[src/rtl/main_pkg.sv]
// Shared constants for the operand/ALU block: data width, FSM encodings,
// and the one-hot bit positions of the in_sel and out_sel controls.
package main_pkg;

  localparam int DATA_W = 8;

  typedef enum logic [1:0] {
    IDLE = 2'b00,
    LOAD = 2'b01,
    EXEC = 2'b10,
    DONE = 2'b11
  } state_e;

  // in_sel bit positions (one-hot)
  localparam int IN_CLEAR   = 0;
  localparam int IN_LOAD    = 1;
  localparam int IN_PERSIST = 2;

  // out_sel bit positions (one-hot, higher bit wins when several are set)
  localparam int OP_SHL = 0;
  localparam int OP_NOT = 1;
  localparam int OP_XOR = 2;
  localparam int OP_OR  = 3;
  localparam int OP_AND = 4;
  localparam int OP_SUB = 5;
  localparam int OP_ADD = 6;

endpackage

[src/rtl/main_alu.sv]
// Combinational ALU: one-hot operation select resolved highest bit first.
// All results wrap to the data width; carries and shifted-out bits are lost.
module alu_core
  import main_pkg::*;
(
  input  logic [DATA_W-1:0] a,
  input  logic [DATA_W-1:0] b,
  input  logic [6:0]        out_sel,
  output logic [DATA_W-1:0] result
);

  // Priority-ordered operation select; no bit set gives zero.
  always_comb begin
    result = '0;
    if (out_sel[OP_ADD])      result = a + b;
    else if (out_sel[OP_SUB]) result = a - b;
    else if (out_sel[OP_AND]) result = a & b;
    else if (out_sel[OP_OR])  result = a | b;
    else if (out_sel[OP_XOR]) result = a ^ b;
    else if (out_sel[OP_NOT]) result = ~a;
    else if (out_sel[OP_SHL]) result = {a[DATA_W-2:0], 1'b0};
  end

endmodule

[src/rtl/main.sv]
// Operand/ALU sequencer: IDLE -> LOAD (capture operands) -> EXEC (register
// ALU result) -> DONE, looping back to LOAD while on stays high. Dropping
// on returns to IDLE from any state; rst aborts everything asynchronously.
module main
  import main_pkg::*;
(
  input  logic              clk,
  input  logic              on,
  input  logic              rst,
  input  logic [2:0]        in_sel,
  input  logic [DATA_W-1:0] num1,
  input  logic [DATA_W-1:0] num2,
  output logic [DATA_W-1:0] final1,
  output logic [DATA_W-1:0] final2,
  input  logic [6:0]        out_sel,
  output logic [DATA_W-1:0] out,
  output logic [1:0]        currState,
  output logic [1:0]        nextState
);

  state_e            state;
  state_e            state_nxt;
  logic [DATA_W-1:0] alu_result;

  assign currState = state;
  assign nextState = state_nxt;

  // State register.
  always_ff @(posedge clk or negedge rst) begin
    if (!rst) state <= IDLE;
    else      state <= state_nxt;
  end

  // Next-state logic; on low overrides every transition back to IDLE.
  always_comb begin
    state_nxt = IDLE;
    if (on) begin
      case (state)
        IDLE:    state_nxt = LOAD;
        LOAD:    state_nxt = EXEC;
        EXEC:    state_nxt = DONE;
        DONE:    state_nxt = LOAD;
        default: state_nxt = IDLE;
      endcase
    end
  end

  // Operand registers: clear beats load; persist and any other code hold.
  always_ff @(posedge clk or negedge rst) begin
    if (!rst) begin
      final1 <= '0;
      final2 <= '0;
    end else if (state == LOAD) begin
      if (in_sel[IN_CLEAR]) begin
        final1 <= '0;
        final2 <= '0;
      end else if (in_sel[IN_LOAD]) begin
        final1 <= num1;
        final2 <= num2;
      end else if (in_sel[IN_PERSIST]) begin
        final1 <= final1;
        final2 <= final2;
      end
    end
  end

  alu_core u_alu (
    .a       (final1),
    .b       (final2),
    .out_sel (out_sel),
    .result  (alu_result)
  );

  // Result register, written only on the EXEC edge.
  always_ff @(posedge clk or negedge rst) begin
    if (!rst)               out <= '0;
    else if (state == EXEC) out <= alu_result;
  end

endmodule

[config.mk]
export PLATFORM = sky130hd
export DESIGN_NAME = main
export DESIGN_NICKNAME = d
export VERILOG_FILES = /design/src/rtl/main_pkg.sv /design/src/rtl/main_alu.sv /design/src/rtl/main.sv
export SDC_FILE = /design/constraint.sdc
export NUM_CORES = 1
export LEC_CHECK = 0
export CORE_ASPECT_RATIO = 1.5
export CORE_UTILIZATION = 65
export CTS_CLUSTER_DIAMETER = 120
export DETAILED_ROUTE_END_ITERATION = 10
export DONT_BUFFER_PORTS = 1
export PLACE_DENSITY = 0.77
export SYNTH_ARGS = -nofsm -noshare
export SYNTH_HDL_FRONTEND = slang
export SYNTH_HIERARCHICAL = 1
export SYNTH_SLANG_ARGS = --single-unit
[constraint.sdc]
create_clock -name clk -period 3.9 [get_ports clk]
set_clock_uncertainty 0.05 [all_clocks]
set_input_delay 0.78 -clock clk [delete_from_list [all_inputs] [get_ports clk]]
set_output_delay 0.78 -clock clk [all_outputs]
set_load 0.005 [all_outputs]
# After elaboration in Yosys (flattened, before gate mapping)
# Cells that the tools add are included.
op_classes:
  add_sub_neg: 2
  n_mul: 0
  div_mod_pow: 0
  n_lt_le_gt_ge: 0
  eq_ne: 3
  shift: 0
  n_mux: 13
  bitwise_logic: 4
  reduce_logical: 4
op_table:
  columns: ["operator", "n"]
  rows:
  - ["2-to-1 mux 8 bit", 11]
  - ["adder 8 bit", 1]
  - ["AND 8 bit", 1]
  - ["inverter 8 bit", 1]
  - ["bitwise OR 8 bit", 1]
  - ["subtractor 8 bit", 1]
  - ["bitwise XOR 8 bit", 1]
  - ["one-hot mux 2 bit (3 select lines)", 1]
  - ["equality test 2 bit, second input constant", 2]
  - ["equality test 2 x 1 -> 1 bit, second input constant", 1]
  - ["logical NOT 2 bit", 1]
  - ["2-to-1 mux 2 bit", 1]
  - ["AND reduction 2 bit", 1]
  - ["nonzero test 2 bit", 1]
  - ["OR reduction 2 bit", 1]
word_totals:
  ff_bits: 26
  latchBits: 0
  ram_bits: 0
  mem_bits_ro: 0
  out_inout_bits: 28
  word_cells: 30
  memories: 0

# Depth between registers and ports, before layout
# Gate-level depths: netlist (run 1).
depth:
  ltp_word: 7
  ltp_mapped: 10
  mapped_depth_nobuf: 10

# Cells and area by module
# The synthesis (run 1) kept the hierarchy.
modules_own_cells:
  columns: ["mod", "instances", "cells_per_inst", "area_each_um2", "seq_area_each_um2"]
  rows:
  - ["main", 1, 112, 1297.5, 650.6]
  - ["alu_core", 1, 184, 1248.7, 0.0]

# Least setup slack after synthesis (run 1)
# Ideal clock, no wire load.
synth_path:
  path_type: "flip-flop to flip-flop"
  start: "register final1[1]"
  end: "register out[7]"
  setup_ps: 125
  arrival_time_ps: 2047
  t_required_ps: 3725
  setup_slack_ps: 1679
  stages_incl_launch_ff: 9
  n_path_buf: 0
  path_cell_list: "dfrtp_1 inv_1 ha_1 o21ba_2 nor4_1 nor3_2 a311oi_1 nand4_1 mux2_2"
synth_via:
  elab_chain_cells: 3
  word_cells_on_any_way: 4
  classes_between: "add/sub (2); mux (2)"
synth_lines:
  columns: ["item", "line", "text"]
  rows:
  - ["start: declaration", "main.sv:13", "output logic [DATA_W-1:0] final1,"]
  - ["start signal: assignment", "main.sv:58", "final1 <= num1;"]
  - ["start signal: assignment", "main.sv:61", "final1 <= final1;"]
  - ["subtractor 8 bit", "main_alu.sv:16", "else if (out_sel[OP_SUB]) result = a - b;"]
  - ["2-to-1 mux 8 bit", "main_alu.sv:16", null]
  - ["2-to-1 mux 8 bit *", "main_alu.sv:15", "if (out_sel[OP_ADD]) result = a + b;"]
  - ["net alu_result[7]", "main.sv:23", "logic [DATA_W-1:0] alu_result;"]
  - ["end signal: assignment", "main.sv:77", "else if (state == EXEC) out <= alu_result;"]
  - ["end: declaration", "main.sv:16", "output logic [DATA_W-1:0] out,"]
# The timed path passes the listed nets; every way through them passes the cells marked *.
# A chain may end at the register's enable or synchronous reset.

# Worst setup path in the final report (run 1)
# Same ends and word-level chain as after synthesis.

==> impl_metrics.toml, run 1 <==
[outcome]
outcome = "completed"

[power]
p_leak_nw = 1.10
p_per_area_nw_per_um2 = 664
p_sw_w = 0.000786
power_frac_clock = 0.105
pwr-share-seq = 0.311
p_sw_frac = 0.460
pwr-share-comb = 0.584
p_int_w = 0.000925
ir_worst_vdd_mv = 0.380

[detailed_routing]
drt_iter0_markers = 82
drtPass1Iterations = 5
wire_per_inst_um = 17.4
drc = 0
via_count = 2135
ant_nets = 0
drt-vias-per-instance = 6.49
totalWireLength_um = 5740

[clocking]
postCtsHoldBufs = 0
clkSinkCount = 26
h-tree-depth = 1
cts_buffers = 3
clockBufferDepth = 2
cts_resized = 0
cts-root-buf = "clkbuf_8"
insertion_delay_ps = 270
clk_pin_slew_ps = 100
cts_setup_buffers = 0
cts_tree = "done"

[logic_synthesis]
ys_seq_area_frac = 0.256
syn_area_um2 = 2550
netlist_instances = 296
syn_area_per_cell_um2 = 8.60
synth_nets = 353
synthFlopType = "dfrtp_1"
yosysWarnings = 6
postSynth.asyncResetShare = 1.00
synth_cell_types = 56
ys_ff_latch = 26
synth_edf_count = 0

[setup_path]
worst_setup_path_end_kind = "flop"
path_max_fanout = 8
critPathLaunchType = "flop"
path_class = "flop to flop"
critPathArrivalTime_ps = 2690
cp.required_ps = 4020

[floorplanning]
fp-row-count = 27
dieHeight_um = 78.7
die-area_um2 = 4180
dieWidth_um = 53.1
start_util = 0.685
core-area_um2 = 3720
ioPinCount = 57

[timing]
rsz0062_at_grt = "no"
relSlewSlack = 0.446
tightestPinTransition_ps = 831
setup_viol = 0
fmax_mhz = 389
worst_slack_ps = 1330
period_share = 0.659
min_period_ps = 2570
setup_tns_ps = 0
finalHoldViolCount = 0
hold_slack_ps = 137
slew_viol_final = 0

[run]
cap_viol_max_count = 0

[placed_design]
dpl_worst_slack_ps = 1380
port_buffers = 0
place_hpwl_um = 4250
gp_congestion = 0.922

[global_route]
grt_util_all_layers = 0.297
grt_pass1_wl_um = 9330
grt_start_max_net_pins = 33
grt_overflow_total = 0
grt_pass1_vias = 2043
antenna_found_initial = 0

[finish]
layout-drive-gt1-share = 0.101
final_cell_mix = "45 x inv_1, 26 x ha_1, 26 x dfrtp_1"
fin_nets = 344
final_common_cell = "inv_1"
antenna-diode-count = 0
postLayoutCoreUtil = 0.693
area_growth_pct = 1.18

[worst_hold_path]
min-delay-path-class = "input port to async pin"
-- cell families (layout without fill, tap and decap cells) --
logic type	count (synthesis)	count (layout)	share of synthesized area
AO/OA/AOI/OAI	91	91	0.284
AND/OR/NAND/NOR	78	78	0.167
buffers and inverters	61	51	0.100
adder cells (fa/ha/maj)	28	28	0.143
flip-flops	26	26	0.256
multiplexers	10	10	0.0432
XOR/XNOR	2	2	0.00688
-- area by class of cell --
class	count	area [um^2]
flip-flops and latches	26	651
well taps	43	53.8
fillers	327	1140
inverters	47	176
clock buffers	4	55.1
multi-input cells	209	1640
-- worst max-delay path: stages (launching register included) --
cell and delay (ps):
dfrtp_1 540, inv_1 150, ha_1 350, o21ba_2 230, nor4_1 280, nor3_2 120
a311oi_1 280, nand4_1 160, mux2_2 280
-- state kept, by name, indices dropped and copies added (netlist names) --
register	count
out	8
final2	8
final1	8
currState	2
-- worst paths after layout --
check / from / to / slack [ps] / cells past startpoint
max in group asynchronous: rst / out[5] / 3580 / 0
max: final1[1] / out[7] / 1330 / 8
min: rst / out[1] / 140 / 0
min reg2reg: out[7] / out[7] / 490 / 1
max reg2reg: final1[1] / out[7] / 1330 / 8
min in group clk: out[7] / out[7] / 490 / 1
-- per-layer routing --
metal / vias up / routed length (um) / track usage
met4: 0 / 91 / 0.0816
li1: 1033 / - / -
met5: - / 0 / 0
met1: 1022 / 2450 / 0.396
met3: 8 / 320 / 0.0407
met2: 72 / 2880 / 0.491
-- power by group through the flow --
| stage | sequential, W | combinational [W] | clock [W] |
|---|---|---|---|
| after floorplan | 0.000494 | 0.000841 | 0 |
| after global placement | 0.000532 | 0.000953 | 0 |
| after detailed placement | 0.000539 | 0.000977 | 0 |
| after CTS | 0.000533 | 0.000984 | 0.000185 |
| after global routing | 0.000556 | 0.00111 | 0.000196 |
| final | 0.000531 | 0.00100 | 0.000180 |
-- cells in the mapped netlist (all sizes together), types with 2 or more instances --
| cell type | count | area, um^2 |
|---|---|---|
| a211oi | 3 | 22.5 |
| ha | 26 | 325 |
| a32oi | 2 | 17.5 |
| buf | 10 | 63.8 |
| clkbuf | 4 | 15.0 |
| a221oi | 5 | 50.0 |
| o22ai | 2 | 12.5 |
| and2 | 3 | 18.8 |
| xnor2 | 2 | 17.5 |
| or2 | 2 | 12.5 |
| mux2 | 8 | 90.1 |
| nor3 | 4 | 25.0 |
| a21oi | 18 | 90.1 |
| nand2 | 9 | 33.8 |
| o211a | 2 | 20.0 |
| o221ai | 15 | 194 |
| dfrtp | 26 | 651 |
| o31ai | 2 | 15.0 |
| nor2 | 13 | 51.3 |
| nand2b | 17 | 106 |
| o31a | 3 | 26.3 |
| fa | 2 | 40.0 |
| inv | 47 | 176 |
| a211o | 3 | 26.3 |
| o21a | 2 | 15.0 |
| o211ai | 3 | 22.5 |
| mux2i | 2 | 20.0 |
| nor2b | 9 | 56.3 |
| o21ai | 17 | 85.1 |
| a221o | 4 | 40.0 |
| nand3 | 14 | 70.1 |
-- per-stage QoR --
| step | std cells | area, um^2 | power (W) |
|---|---|---|---|
| global placement | 325 | 2520 | 0.00149 |
| global route | 329 | 2580 | 0.00187 |
| CTS | 329 | 2580 | 0.00170 |
| detailed placement | 325 | 2520 | 0.00152 |
| floorplan | 296 | 2550 | 0.00134 |
| finish | 329 | 2580 | 0.00171 |
(Power assumes the default switching activity.)
==> inputs of run 2 (changes only) <==
--- a/config.mk
+++ b/config.mk
@@ -6,11 +6,11 @@
 export NUM_CORES = 1
 export LEC_CHECK = 0
 export CORE_ASPECT_RATIO = 1.5
-export CORE_UTILIZATION = 65
+export CORE_UTILIZATION = 58
 export CTS_CLUSTER_DIAMETER = 120
 export DETAILED_ROUTE_END_ITERATION = 10
 export DONT_BUFFER_PORTS = 1
-export PLACE_DENSITY = 0.77
+export PLACE_DENSITY = 0.72
 export SYNTH_ARGS = -nofsm -noshare
 export SYNTH_HDL_FRONTEND = slang
 export SYNTH_HIERARCHICAL = 1
==> constraint.sdc (replaced) <==
create_clock -name clk -period 2.1 [get_ports clk]
set_clock_uncertainty 0.05 [all_clocks]
set_input_delay 0.42 -clock clk [delete_from_list [all_inputs] [get_ports clk]]
set_output_delay 0.42 -clock clk [all_outputs]
set_load 0.005 [all_outputs]
==> run 2 against run 1 <==
  * The run now ends with negative setup slack left
  * Hold slack better by 60 ps
  * Routed wire length up 9.3%
  * Non-clock buffer count up 40
  * Power up 130%
  * Clock power up 130%
  * Sequential cell count unchanged
  * Cell count up 13%
  * Fmax up 20%
  * Via count up 6.7%
  * Critical path depth up 2
  * Combinational power rose to 2.8 times the previous value
  * Critical path type unchanged
  * Largest power group unchanged
==> impl_metrics.toml, run 2 (synthesis results as in run 1) <==
[outcome]
outcome = "finished with violations"
violations = "negative setup slack"

[power]
p_per_area_nw_per_um2 = 1320
ir_worst_vdd_mv = 0.826
p_leak_nw = 1.33

[detailed_routing]
via_count = 2279
drt-vias-per-instance = 6.13
wire_per_inst_um = 16.9
totalWireLength_um = 6270
drtPass1Iterations = 4
ant_nets = 0
drc = 0
drt_iter0_markers = 104

[setup_path]
cp_top_family = "compound AO/OA/AOI/OAI gates"
cp.required_ps = 2220
max_stage_delay_ps = 420
worst_path_most_repeated_cell = "inv_2"
path_max_fanout = 3
critPathLaunchType = "flop"
path_class = "flop to flop"
cp_num_buf_inv = 3
worst_setup_path_end_kind = "flop"
slowest_stage = "dfrtp_1"
path_cells = "inv_2 -> ha_4 -> inv_2 -> fa_2 -> inv_2 -> o311ai_4 -> a221oi_2 -> xnor2_1 -> o211ai_1 -> mux2_4"
critPathArrivalTime_ps = 2270

[global_route]
grt_overflow_total = 0
grt_util_all_layers = 0.279
grt_start_max_net_pins = 27
antenna_found_initial = 0
grt_pass1_wl_um = 10500
grt_pass1_vias = 2315

[clocking]
clk_pin_slew_ps = 100
insertion_delay_ps = 270
clkSinkCount = 26
clockBufferDepth = 2
h-tree-depth = 1
cts-root-buf = "clkbuf_8"
cts_buffers = 3
cts_tree = "done"

[placed_design]
place_area_um2 = 2810
dpl_worst_slack_ps = -160
port_buffers = 0
gp_congestion = 0.909
place_hpwl_um = 4800

[timing]
worst_slack_ps = -49.9
hold_slack_ps = 197
finalHoldViolCount = 0
period_share = 1.02
tightestPinTransition_ps = 630
rsz0062_at_grt = "yes"
relSlewSlack = 0.580
fmax_mhz = 465
setup_viol = 3
slew_viol_final = 0
min_period_ps = 2150

[floorplanning]
dieWidth_um = 56.1
dieHeight_um = 83.1
start_util = 0.605
ioPinCount = 57
die-area_um2 = 4660
fp-row-count = 29
core-area_um2 = 4210

[finish]
layout-drive-gt1-share = 0.276
final_cell_area_um2 = 3040
multiInputGateArea_um2 = 1760
fillers = 313
seq_area_um2 = 653
final_common_cell = "inv_1"
postLayoutCoreUtil = 0.723
fin_nets = 384
top_regs = "final1 (8), final2 (8), out (8)"
area_growth_pct = 19.5
antenna-diode-count = 0
final_cell_mix = "40 x inv_1, 37 x buf_4, 24 x dfrtp_1"

[worst_hold_path]
min-delay-path-class = "input port to flop"

[run]
cap_viol_max_count = 0
## run 2: cell count changes in the layout (fill, tap and decap cells not counted), sizes merged
cell	delta
buf	+39
dlygate4sd3	+1
clkbuf	-1
bufinv	+1
## run 2: final timing paths
| kind | start | end | slack (ps) | cells past startpoint |
|---|---|---|---|---|
| worst max-delay path | final1[0] | out[6] | -50 | 10 |
| worst min-delay path | in_sel[0] | final2[2] | 200 | 1 |
| worst max register to register | final1[0] | out[6] | -50 | 10 |
| worst min register to register | out[7] | out[7] | 490 | 1 |
| max in group asynchronous | rst | final1[1] | 1320 | 2 |
| min in group asynchronous | rst | out[1] | 500 | 2 |
## run 2: area by class of cell
cell class / instances / share of cell area
inverters: 47 / 0.0580
multi-input cells: 209 / 0.580
flip-flops and latches: 26 / 0.215
well taps: 46 / 0.0189
clock inverters: 1 / 0.00987
repair buffers: 40 / 0.105
clock buffers: 3 / 0.0136
## run 2: layer usage
metal / track usage / vias to the layer above / wire length, um
li1: - / 1113 / -
met1: 0.325 / 1083 / 2470
met2: 0.511 / 73 / 3370
met3: 0.0421 / 10 / 304
met4: 0.0909 / 0 / 123
met5: 0 / - / 0
## run 2: stage by stage
| step | cells | power, W | TNS, ps |
|---|---|---|---|
| 2_1_floorplan | 296 | 0.00254 | -114 |
| 3_3_place_gp | 363 | 0.00320 | -316 |
| 3_5_place_dp | 363 | 0.00328 | -452 |
| 4_1_cts | 371 | 0.00390 | -156 |
| 5_1_grt | 372 | 0.00435 | -347 |
| 6_report | 372 | 0.00401 | -79.3 |
## run 2: what timing repair did
action / in CTS / in global routing
hold buffers: 2 / 0
hold endpoints to repair: 26 / 0
gates resized for setup: 15 / 8
setup endpoints to repair: 4 / 6
setup buffers: 2 / 1
pin swaps: 10 / 11
## run 2: power by group
part	internal, W	total (W)	switching [W]	leakage (nW)
clock network	0.000255	0.000423	0.000168	0.0357
registers	0.000698	0.000841	0.000143	0.320
logic	0.00135	0.00275	0.00140	0.972
